$ cat config.mk
export PLATFORM = sky130hd
export DESIGN_NAME = alu_issue_ctrl
export DESIGN_NICKNAME = d
export VERILOG_FILES = /design/src/rtl/alu_pkg.sv /design/src/rtl/alu_regfile.sv /design/src/rtl/alu_issue_ctrl.sv
export SDC_FILE = /design/constraint.sdc
export NUM_CORES = 1
export LEC_CHECK = 0
export ABC_CLOCK_PERIOD_IN_PS = 9900
export CAP_MARGIN = 10
export CORE_MARGIN = 1.5
export CORE_UTILIZATION = 55
export DETAILED_ROUTE_END_ITERATION = 16
export GPL_TIMING_DRIVEN = 0
export PLACE_DENSITY = 0.79
export SLEW_MARGIN = 25
export SYNTH_ARGS = -nofsm -noshare
export SYNTH_HDL_FRONTEND = slang
export SYNTH_SLANG_ARGS = --single-unit
$ cat constraint.sdc
create_clock -name clk -period 9.9 [get_ports clk]
set_clock_uncertainty 0.15 [all_clocks]
set_input_delay 2.97 -clock clk [delete_from_list [all_inputs] [get_ports clk]]
set_output_delay 2.97 -clock clk [all_outputs]
set_load 0.01 [all_outputs]
$ cat src/rtl/alu_pkg.sv
// Shared definitions for the 9-bit ALU issue path: opcode encodings, FSM states
// and the operand-b source decode.
package alu_pkg;

    localparam int WIDTH = 9;

    localparam logic [3:0] OP_AND  = 4'd0;
    localparam logic [3:0] OP_OR   = 4'd1;
    localparam logic [3:0] OP_NOT  = 4'd2;
    localparam logic [3:0] OP_ADD  = 4'd3;
    localparam logic [3:0] OP_MOV  = 4'd4;
    localparam logic [3:0] OP_SHL  = 4'd5;
    localparam logic [3:0] OP_SHR  = 4'd6;
    localparam logic [3:0] OP_SUB  = 4'd7;
    localparam logic [3:0] OP_ADDI = 4'd8;
    localparam logic [3:0] OP_SUBI = 4'd9;
    localparam logic [3:0] OP_LDI  = 4'd10;
    localparam logic [3:0] OP_NOP  = 4'd11;
    // Every encoding at or above this value is illegal.
    localparam logic [3:0] OP_ILLEGAL_MIN = 4'd12;

    typedef enum logic [1:0] {IDLE, EXEC, WB} state_t;

    function automatic logic is_imm_op(input logic [3:0] op);
        return (op == OP_ADDI) || (op == OP_SUBI) || (op == OP_LDI);
    endfunction

endpackage

$ cat src/rtl/alu_regfile.sv
// NREGS x WIDTH register file: two combinational operand reads, one debug read,
// one synchronous write port; asynchronously cleared by reset.
module alu_regfile #(
    parameter int WIDTH = 9,
    parameter int NREGS = 8,
    localparam int AW = $clog2(NREGS)
) (
    input  logic             clk,
    input  logic             rst_n,
    input  logic             we_i,
    input  logic [AW-1:0]    waddr_i,
    input  logic [WIDTH-1:0] wdata_i,
    input  logic [AW-1:0]    raddr_a_i,
    output logic [WIDTH-1:0] rdata_a_o,
    input  logic [AW-1:0]    raddr_b_i,
    output logic [WIDTH-1:0] rdata_b_o,
    input  logic [AW-1:0]    dbg_addr_i,
    output logic [WIDTH-1:0] dbg_data_o
);

    logic [WIDTH-1:0] mem_q [NREGS];

    always_ff @(posedge clk or negedge rst_n) begin
        if (!rst_n) begin
            for (int i = 0; i < NREGS; i++) begin
                mem_q[i] <= '0;
            end
        end else if (we_i) begin
            mem_q[waddr_i] <= wdata_i;
        end
    end

    assign rdata_a_o  = mem_q[raddr_a_i];
    assign rdata_b_o  = mem_q[raddr_b_i];
    assign dbg_data_o = mem_q[dbg_addr_i];

endmodule

$ cat src/rtl/alu_issue_ctrl.sv
// Issue/writeback controller driving one 9-bit ALU: accepts an instruction in IDLE,
// registers operands (EXEC), captures the ALU result and writes it back (WB).
module alu_issue_ctrl #(
    parameter int WIDTH = alu_pkg::WIDTH,
    parameter int NREGS = 8,
    localparam int AW = $clog2(NREGS)
) (
    input  logic             clk,
    input  logic             rst_n,
    input  logic             instr_valid,
    output logic             instr_ready,
    input  logic [3:0]       instr_op,
    input  logic [AW-1:0]    instr_rd,
    input  logic [AW-1:0]    instr_ra,
    input  logic [AW-1:0]    instr_rb,
    input  logic [WIDTH-1:0] instr_imm,
    output logic [WIDTH-1:0] alu_a,
    output logic [WIDTH-1:0] alu_b,
    output logic [3:0]       alu_opcode,
    input  logic [WIDTH-1:0] alu_out,
    output logic             done,
    output logic             err,
    output logic             zero,
    input  logic [AW-1:0]    dbg_addr,
    output logic [WIDTH-1:0] dbg_data
);
    import alu_pkg::*;

    state_t           state_q;
    logic             ready_q, done_q, err_q, zero_q, illegal_q;
    logic [AW-1:0]    rd_q;
    logic [WIDTH-1:0] a_q, b_q, result_q;
    logic [3:0]       op_q;

    logic [WIDTH-1:0] rdata_a, rdata_b, opb_d;
    logic             accept, wb_write;

    assign accept   = instr_valid && ready_q;
    assign opb_d    = is_imm_op(instr_op) ? instr_imm : rdata_b;
    assign wb_write = (state_q == WB) && !illegal_q && (op_q != OP_NOP);

    alu_regfile #(.WIDTH(WIDTH), .NREGS(NREGS)) u_regfile (
        .clk        (clk),
        .rst_n      (rst_n),
        .we_i       (wb_write),
        .waddr_i    (rd_q),
        .wdata_i    (result_q),
        .raddr_a_i  (instr_ra),
        .rdata_a_o  (rdata_a),
        .raddr_b_i  (instr_rb),
        .rdata_b_o  (rdata_b),
        .dbg_addr_i (dbg_addr),
        .dbg_data_o (dbg_data)
    );

    // Reset parks the ALU on MOV 0,0 so it never sees the hold opcode.
    always_ff @(posedge clk or negedge rst_n) begin
        if (!rst_n) begin
            state_q   <= IDLE;
            ready_q   <= 1'b1;
            a_q       <= '0;
            b_q       <= '0;
            op_q      <= OP_MOV;
            rd_q      <= '0;
            illegal_q <= 1'b0;
            result_q  <= '0;
            done_q    <= 1'b0;
            err_q     <= 1'b0;
            zero_q    <= 1'b0;
        end else begin
            done_q <= 1'b0;
            err_q  <= 1'b0;
            case (state_q)
                IDLE: begin
                    if (accept) begin
                        a_q       <= rdata_a;
                        b_q       <= opb_d;
                        op_q      <= instr_op;
                        rd_q      <= instr_rd;
                        illegal_q <= (instr_op >= OP_ILLEGAL_MIN);
                        ready_q   <= 1'b0;
                        state_q   <= EXEC;
                    end
                end
                EXEC: begin
                    result_q <= alu_out;
                    state_q  <= WB;
                end
                WB: begin
                    if (illegal_q) begin
                        err_q <= 1'b1;
                    end else begin
                        done_q <= 1'b1;
                        if (op_q != OP_NOP) begin
                            zero_q <= (result_q == '0);
                        end
                    end
                    ready_q <= 1'b1;
                    state_q <= IDLE;
                end
                default: begin
                    ready_q <= 1'b1;
                    state_q <= IDLE;
                end
            endcase
        end
    end

    assign instr_ready = ready_q;
    assign alu_a       = a_q;
    assign alu_b       = b_q;
    assign alu_opcode  = op_q;
    assign done        = done_q;
    assign err         = err_q;
    assign zero        = zero_q;

endmodule

==> summary.txt, run 1 <==
Clock network
  – CTS buffer count: 17
  – Clock Latency Late Sink: 0.53 ns
  – CTS Hold Buffers Added: 0
  – Post-CTS sizing: 0
  – CTS tree: done
  – Post-CTS Setup Bufs: 0
  – H-tree depth reported by CTS: 4
  – Worst-path clk slew: 0.06 ns
  – Clock root buffer master: clkbuf_8
  – Clock sinks: 113
  – Max clock buf depth: 2

Detailed routing
  – Initial DRC Count: 414
  – TritonRoute pass-1 iters: 5
  – Post-DRT Antenna Nets: 0
  – Detailed-route DRC error count: 0
  – WL final: 15890 um
  – Via count: 4377
  – Routed wire per std cell: 23.24 um
  – Vias per cell: 6.399

Floorplan
  – Height of the die: 108.0 um
  – I/O Pins: 72
  – Core Area: 0.01079 sq mm
  – Initial Utilization: 56.21%
  – Die area: 0.01167 sq mm
  – Floorplan row count: 38
  – Die X: 108.0 um

Yosys
  – Synth Area in Compound Gates: 4.186%
  – Post-Synth XOR/XNOR Area: 0%
  – Yosys warns: 0
  – Sequential area share after synthesis: 46.65%
  – Synth Area in Simple Gates: 7.878%
  – Largest family of logic cells by synthesized area: multiplexers
  – Synthesized flop and latch total: 113
  – Cells after Synth: 447
  – Post-synth cell types: 44
  – Avg Cell Area, Syn: 13.57 sq um
  – Post-synth EDFFs: 0
  – Post-Syn Area: 0.006067 sq mm
  – Syn nets: 484
  – Post-Synth Adder-Cell Area: 0%
  – Mux cell area share after synthesis: 37.80%
  – Ys flop type: dfrtp_1
  – Ys async rst share: 100.0%

Setup path
  – CP Capture Type: primary output
  – Arrival time worst endpoint: 5.37 ns
  – Slowest stage cell, crit path: clkbuf_1
  – Critical Path RT: 6.78 ns
  – Startpoint Class: primary input
  – Reg-to-reg slack, setup: 7.63 ns
  – CP max stage delay: 0.62 ns
  – Critical path peak fanout: 10
  – Crit-path cells: buf_1, clkbuf_1, mux4_2, mux2_2, clkdlybuf4s50_1
  – Critical path type: in2out

Placement
  – Placed cells: 652
  – HPWL after DPL: 10650 um
  – IO Port Bufs: 64
  – DP Area: 0.006912 sq mm
  – Placer Congestion: 0.8858

Power and ir drop
  – Max VDD drop: 128.8 uV
  – Pleak: 3.252 nW
  – Pwr/cell area: 276.4 mW/mm^2

Timing
  – RSZ-0062 raised after global routing: no
  – Max Clk Rate: 117.8 MHz
  – Final Max Tran Viols: 0
  – Setup TNS Final: 0 ns
  – Final Hold Fails: 0
  – Tcrit/Tclk final: 85.77%
  – Final setup fails: 0
  – Worst slew pin tran: 0.9231 ns
  – Tmin final: 8.491 ns
  – Relative slew margins: 38.46%

Final layout
  – Layout area overhead: 23.12%
  – Post-Layout Cell Count: 684
  – Diode count: 0
  – Post-route cell area: 0.007470 sq mm
  – Leading cell type in the layout, fill and taps excluded: dfrtp_1
  – Layout cell share with drive strength beyond 1: 35.29%
  – Commonest cells after routing, fill and taps aside: dfrtp_1 (111), mux2_2 (81), clkdlybuf4s50_1 (63)
  – # nets final: 568
  – Fin util: 69.21%

Global routing
  – Vias in the first global route: 4461
  – Gr ovfl total: 0
  – First-pass GRT wire length: 24720 um
  – Initial antenna violation count: 0
  – GRT Total Usage: 29.51%
  – Largest net degree at the start of global routing: 60

Job
  – Max Cap Viol: 0

Status
  – Status: finished, final reports clean

Worst hold path
  – Hold WC Path Type: reg2reg
[metal layers]
| layer | part of all wire [%] | vias to the layer above | GRT usage, % |
|---|---|---|---|
| met4 | 2.5 | 0 | 11.47 |
| met5 | 0 | - | 0 |
| met1 | 40 | 2244 | 38.03 |
| met2 | 48 | 242 | 46.43 |
| met3 | 9.4 | 43 | 9.946 |
| li1 | - | 1848 | - |
[critical path, delay by kind of cell]
kind / cells / cell delay (ns)
buffers and inverters: 3 / 1.63
multiplexers: 2 / 0.77
[per-stage QoR]
stage	setup slack [ns]	total power, mW	hold WS (ns)
floorplan	2.423	1.192	0.3276
finish	1.409	2.064	0.3363
global route	1.415	2.168	0.3721
global placement	1.475	1.433	0.3107
CTS	1.456	2.061	0.3398
detailed placement	1.506	1.476	0.3270
[report_power, final]
part | internal (mW) | leakage (nW) | switching [mW]
Combinational | 0.398 | 1.51 | 0.309
Clock | 0.376 | 0.277 | 0.202
Sequential | 0.634 | 1.47 | 0.146
Total | 1.41 | 3.25 | 0.656
[sequential cells by signal (all words and copies together) (netlist names), 2 cells and up]
signal           count
u_regfile.mem_q     72
alu_a                9
alu_b                9
result_q             9
alu_opcode           4
rd_q                 3
state_q              2
[Yosys cell counts, types with 4 or more instances]
| cell type | number | share of area, % |
|---|---|---|
| o21ai_0 | 23 | 1.9 |
| buf_1 | 8 | 0.49 |
| a21oi_1 | 8 | 0.66 |
| mux2_4 | 9 | 2.2 |
| nor2_1 | 8 | 0.49 |
| mux4_2 | 46 | 17 |
| buf_4 | 6 | 0.74 |
| nor2b_1 | 9 | 0.93 |
| mux2i_1 | 21 | 3.5 |
| buf_2 | 8 | 0.66 |
| a211oi_1 | 5 | 0.62 |
| mux2_2 | 81 | 15 |
| dfrtp_1 | 111 | 46 |
| nand2_1 | 44 | 2.7 |
| nand3_1 | 4 | 0.33 |
| clkbuf_1 | 13 | 0.80 |
[worst paths after layout]
| check | from | endpoint | cells past startpoint |
|---|---|---|---|
| hold reg to reg | alu_a[6] | alu_a[6] | 2 |
| setup reg to reg | state_q[0] | u_regfile.mem_q[10] | 4 |
| max in group asynchronous | rst_n | u_regfile.mem_q[45] | 2 |
| hold / removal | alu_a[6] | alu_a[6] | 2 |
| min in group asynchronous | rst_n | result_q[7] | 1 |
| setup / recovery | dbg_addr[1] | dbg_data[2] | 5 |
[cells by family (layout without fill, tap and decap cells)]
logic type,count (synthesis),after routing
flip-flops,113,113
buffers and inverters,43,140
AND/OR/NAND/NOR,90,90
AO/OA/AOI/OAI,44,44
multiplexers,157,157
[layout make-up]
type	count	area, sq um
inverters	4	15.01
plain buffers	39	196.4
clock inverters	6	80.08
flip-flops and latches	113	2830
repair buffers	65	669.4
well taps	140	175.2
clock buffers	26	478.0
fillers	762	3323
multi-input cells	291	3025
Power figures use the tool's default switching activity.
==> run 2: changes to the inputs <==
Settings changed: SETUP_SLACK_MARGIN from default to 0.1.
==> results of run 2 <==
Same layout as run 1: the final DEF is identical, and so are final timing and power.
